`config.mk`:
```
export PLATFORM = sky130hd
export DESIGN_NAME = ex13_bool_axioms
export DESIGN_NICKNAME = d
export VERILOG_FILES = /design/src/rtl/ex13_bool_axioms.sv
export SDC_FILE = /design/constraint.sdc
export NUM_CORES = 1
export LEC_CHECK = 0
export CAP_MARGIN = 20
export CORE_MARGIN = 2
export CORE_UTILIZATION = 47
export CTS_BUF_LIST = sky130_fd_sc_hd__clkbuf_2 sky130_fd_sc_hd__clkbuf_4 sky130_fd_sc_hd__clkbuf_8
export CTS_CLUSTER_SIZE = 40
export DETAILED_ROUTE_END_ITERATION = 6
export PLACE_DENSITY_LB_ADDON = 0.15
export RECOVER_POWER = 25
export SYNTH_ARGS = -nofsm -noshare
export SYNTH_HDL_FRONTEND = slang
export SYNTH_SLANG_ARGS = --single-unit
export TNS_END_PERCENT = 30
```
`constraint.sdc`:
```
create_clock -name clk -period 1.8 [get_ports clk]
set_clock_uncertainty 0.15 [all_clocks]
set_input_delay 0.18 -clock clk [delete_from_list [all_inputs] [get_ports clk]]
set_output_delay 0.18 -clock clk [all_outputs]
set_load 0.01 [all_outputs]
```
`src/rtl/ex13_bool_axioms.sv`:
```
// ex13_bool_axioms
// Evaluates the four single-variable Boolean axioms on A (A+0, A.1, A+1, A.0)
// as pure combinational outputs. A small registered side-channel snapshots the
// axiom results, counts samples and ones, and latches a sticky error flag if a
// sampled result ever disagrees with the axiom it is supposed to demonstrate.
module ex13_bool_axioms #(
    parameter int CNT_W = 8
) (
    input  logic             clk,
    input  logic             rst_n,
    input  logic             A,
    output logic             F1,
    output logic             F2,
    output logic             F3,
    output logic             F4,
    output logic [3:0]       F_q,
    output logic [CNT_W-1:0] sample_cnt,
    output logic [CNT_W-1:0] ones_cnt,
    output logic             axiom_err
);

    // Counter constants: increment step and the saturation ceiling.
    localparam logic [CNT_W-1:0] CNT_ONE = {{(CNT_W-1){1'b0}}, 1'b1};
    localparam logic [CNT_W-1:0] CNT_MAX = {CNT_W{1'b1}};

    // The F_q reset value is the axiom pattern for A=0: {F4,F3,F2,F1}.
    localparam logic [3:0] FQ_RST = 4'b0100;

    // Saturating increment: holds at the ceiling instead of wrapping to zero.
    function automatic logic [CNT_W-1:0] sat_inc(
        input logic [CNT_W-1:0] value,
        input logic             en
    );
        logic [CNT_W-1:0] result;
        if (en && (value != CNT_MAX)) begin
            result = value + CNT_ONE;
        end else begin
            result = value;
        end
        return result;
    endfunction

    logic             w_f1;
    logic             w_f2;
    logic             w_f3;
    logic             w_f4;
    logic             w_violation;
    logic [CNT_W-1:0] w_sample_nxt;
    logic [CNT_W-1:0] w_ones_nxt;

    logic [3:0]       r_f_q;
    logic [CNT_W-1:0] r_sample_cnt;
    logic [CNT_W-1:0] r_ones_cnt;
    logic             r_axiom_err;

    // The axioms themselves. Constants dominate in F3/F4, so they stay 1/0
    // even when A is X/Z; F1/F2 pass A (and any X) straight through.
    always_comb begin
        w_f1 = A | 1'b0;
        w_f2 = A & 1'b1;
        w_f3 = A | 1'b1;
        w_f4 = A & 1'b0;
    end

    // Consistency check of the current-cycle axiom values against A, plus the
    // next counter values.
    always_comb begin
        w_violation  = (w_f1 != A) | (w_f2 != A) | (w_f3 != 1'b1) | (w_f4 != 1'b0);
        w_sample_nxt = sat_inc(r_sample_cnt, 1'b1);
        w_ones_nxt   = sat_inc(r_ones_cnt, A);
    end

    // Side-channel registers: snapshot, saturating counters, sticky error.
    always_ff @(posedge clk or negedge rst_n) begin
        if (!rst_n) begin
            r_f_q        <= FQ_RST;
            r_sample_cnt <= {CNT_W{1'b0}};
            r_ones_cnt   <= {CNT_W{1'b0}};
            r_axiom_err  <= 1'b0;
        end else begin
            r_f_q        <= {w_f4, w_f3, w_f2, w_f1};
            r_sample_cnt <= w_sample_nxt;
            r_ones_cnt   <= w_ones_nxt;
            r_axiom_err  <= r_axiom_err | w_violation;
        end
    end

    assign F1         = w_f1;
    assign F2         = w_f2;
    assign F3         = w_f3;
    assign F4         = w_f4;
    assign F_q        = r_f_q;
    assign sample_cnt = r_sample_cnt;
    assign ones_cnt   = r_ones_cnt;
    assign axiom_err  = r_axiom_err;

endmodule

```
; ---- Yosys cells after proc, flatten, opt, wreduce, memory -nomap -nowiden
; Index checks and enable logic that the tools add are counted.
[op_classes]
n_addsub = 2
n_mul = 0
div = 0
n_lt_le_gt_ge = 0
eq_ne = 2
n_shift = 0
mux = 0
n_bitwise = 0
n_reduce_logical = 1
[ops]
columns = cell, n
row1 = 8-bit by 1-bit adder with 8-bit output (second input constant), 2
row2 = 8-bit inequality test (second input constant), 2
row3 = 1-bit logical AND, 1
[word_totals]
regBits = 17
latch_bits = 0
ramBits = 0
rom_bits = 0
inputBits = 3
output_inout_bits = 25
wordCells = 8
n_memories = 0

; ---- Depth between registers and ports, before layout
[depth]
depth_word = 2
depth_mapped = 4
ltp_nobuf = 4

; ---- Worst setup path after synthesis
; No wires, ideal clock.
[synth_path]
path_kind = reg-to-reg
startpoint = reg r_ones_cnt[0], in the netlist ones_cnt[0]
endpoint = reg r_ones_cnt[1], in the netlist ones_cnt[1]
arrival_time_ns = 1.343
t_required_ns = 1.525
setup_slack_ns = 0.182
path_stages_with_launch = 5
n_path_buf = 0
period_less_slack_ns = 1.618
cell_sequence = dfrtp_1 > ha_1 > nand3_1 > o21ai_1 > mux2_2
[synth_between]
elab_chain_len = 2
[synth_rtl]
columns = item, line
row1 = "start, declared", 53  ; logic [CNT_W-1:0] r_ones_cnt;
row2 = "start signal, assigned", 78  ; r_ones_cnt <= {CNT_W{1'b0}};
row3 = "start signal, assigned", 83  ; r_ones_cnt <= w_ones_nxt;
row4 = branches (longest 2 deep; another with 8-bit by 1-bit adder with 8-bit output), -
; Several ways; the timed one is not identified.
; A chain may end at the register's enable or synchronous reset.

; ---- Worst setup path after layout
[layout_path]
startpoint = reg r_ones_cnt[1], in the netlist ones_cnt[1]
endpoint = reg r_ones_cnt[1], in the netlist ones_cnt[1]
; The elaborated chain is that of the path after synthesis.

==> impl_metrics.tcl <==
set metrics [dict create \
    status "complete, no violations" \
    grt_use_met3_pct 3.077 \
    grt_pass1_wl_mm 2.587 \
    setup.worst_path.start_class "register" \
    yosysWarnings 0 \
    cts_resized 0 \
    setup_ws_ns 0.09899 \
    final_net_count 111 \
    dieArea_mm2 0.002236 \
    dp.cells 126 \
    leakage_nw 0.4590 \
    fin_tns_setup_ns 0 \
    arrival_ns 1.73 \
    yosysSeqAreaShare_pct 48.30 \
    final_common_cell "clkdlybuf4s50_1" \
    viasPerCell 5.146 \
    cts_buffers 3 \
    slew_headroom_pct 41.30 \
    finalSetupViolations 0 \
    post_cts_buffers 0 \
    critical_path.top_delay_family "flip-flops" \
    cp_slowest_cell "dfrtp_1" \
    start_util_pct 50.47 \
    period_minus_slack_ns 1.701 \
    maxSlewViolCount 0 \
    vdd_ir_drop_max_mv 0.7491 \
    grt_max_degree 18 \
    antenna_found_initial 0 \
    critical-path-max-stage-delay_ns 0.42 \
    mostFrequentLayoutCells "clkdlybuf4s50_1 (21), dfrtp_1 (17), nand2_1 (7), mux2_2 (6)" \
    hold_slack_ns 0.2873 \
    fmaxAchievable_mhz 587.9 \
    grt_usage_pct 16.98 \
    grt_pass1_vias 559 \
    syn_area_um2 880.8 \
    busiest_layer "met2" \
    path_clk_slew_ns 0.10 \
    clock_latency_ns 0.29 \
    met2_usage_pct 26.76 \
    hold_viol_final 0 \
    dieHeight_um 47.29 \
    worstMarginPinSlew_ns 0.8805 \
    crit_buf_inv 0 \
    dp_hpwl_mm 1.234 \
    max_cap_viol_count 0 \
    diodes 0 \
    endpoint_kind "register" \
    grt_remaining_overflow 0 \
    wl_per_cell_um 12.92 \
    ys_types 26 \
    min_period_over_period_pct 94.50 \
    cts_sinks 17 \
    hp-class "in -> reg" \
    route.detailed.drc 0 \
    met1_usage_pct 22.36 \
    hold_buffers 0 \
    cp_cell_sequence "ha_1 > nand3_1 > o21ai_2 > mux2_2" \
    power.density_mw_per_mm2 1101 \
    crit_path_max_fanout 6 \
    synth_seq_cells 17 \
    portBuffers 22 \
    postRouteAntennaNets 0 \
    synth.avg_cell_area_um2 10.87 \
    rsz0062_at_grt "no" \
    rows 15 \
    cts_htree_levels 1 \
    drt_pass1_iterations 5 \
    cts_buffer_depth 2 \
    vias 669 \
    gp_congestion 0.8273 \
    area_delta_synth_final_pct 28.98 \
    drt_iter0_drc 15 \
    die_width_um 47.29 \
    wl_mm 1.680 \
    synthCells 81 \
    dp_slack_ns 0.05953 \
    drive_gt1_share_pct 15.24 \
    worst-setup-path-type "reg -> reg" \
    pin_count 28 \
    crit_required_ns 1.83 \
    clock_tree.root_cell "clkbuf_4" \
    coreArea_mm2 0.001745 \
    final_cells 130 \
    cts_tree "done" \
    final_util_pct 65.09 \
]
per-layer routing:
layer	vias to the layer above	share of wire [%]
met5	-	0
met4	0	1.7
met3	5	5.7
met2	27	49
met1	313	44
li1	324	-
Yosys cell counts:
library cell | n | share of area, %
and4_1 | 1 | 0.99
a21oi_1 | 3 | 1.7
nand3_1 | 5 | 2.8
o21ai_0 | 1 | 0.57
o21a_1 | 1 | 0.85
conb_1 | 2 | 0.85
nand4_2 | 2 | 2.8
nor2_1 | 4 | 1.7
mux2i_1 | 1 | 1.1
o211ai_1 | 1 | 0.85
nand2_1 | 7 | 3.0
nor3_2 | 1 | 1.1
o2111ai_1 | 1 | 0.99
and3_1 | 2 | 1.4
o21bai_1 | 1 | 0.85
xnor2_1 | 5 | 5.0
o21ai_1 | 1 | 0.57
dfrtp_1 | 17 | 48
mux2_2 | 6 | 7.7
buf_4 | 8 | 6.8
ha_1 | 2 | 2.8
a211oi_1 | 1 | 0.85
nand2b_1 | 2 | 1.4
xor2_1 | 2 | 2.0
nand4_1 | 3 | 2.1
and2_1 | 1 | 0.71
final timing paths:
check	from	endpoint	slack, ns	cells after the start
min	A	F_q[0]	0.29	1
min in group asynchronous	rst_n	ones_cnt[6]	0.36	2
min reg2reg	sample_cnt[5]	sample_cnt[5]	0.40	1
max reg2reg	ones_cnt[1]	ones_cnt[1]	0.1	4
max in group asynchronous	rst_n	sample_cnt[1]	0.60	2
max	ones_cnt[1]	ones_cnt[1]	0.1	4
registers in the layout, indices dropped and copies added (netlist names):
name / count
ones_cnt: 8
sample_cnt: 8
F_q: 1
area by class of cell:
class | instances | area (µm²)
fill | 157 | 609.3
sequential | 17 | 425.4
multi-input combinational | 59 | 410.4
timing repair buffer | 25 | 239.0
tap | 25 | 31.28
clock buffer | 4 | 30.03
report_power, final:
part / internal (mW) / total [mW] / switching [mW]
Clock: 0.101 / 0.222 / 0.120
Sequential: 0.464 / 0.586 / 0.121
Combinational: 0.254 / 0.443 / 0.189
Total: 0.820 / 1.25 / 0.430
metrics by stage:
step,cell area [µm²],power [mW]
floorplan,892.1,0.7929
global placement,1106,1.023
detailed placement,1106,1.035
CTS,1136,1.263
global route,1136,1.322
finish,1136,1.250
logic make-up after synthesis:
logic type	count (synthesis)	share of synthesized area, %
simple gates	28	18.18
xor+xnor	7	6.960
fa+ha+maj	2	2.840
flops	17	48.30
buf+inv	8	6.818
other cells	2	0.8526
compound gates	10	7.244
mux	7	8.806
Power figures use the tool's default switching activity.
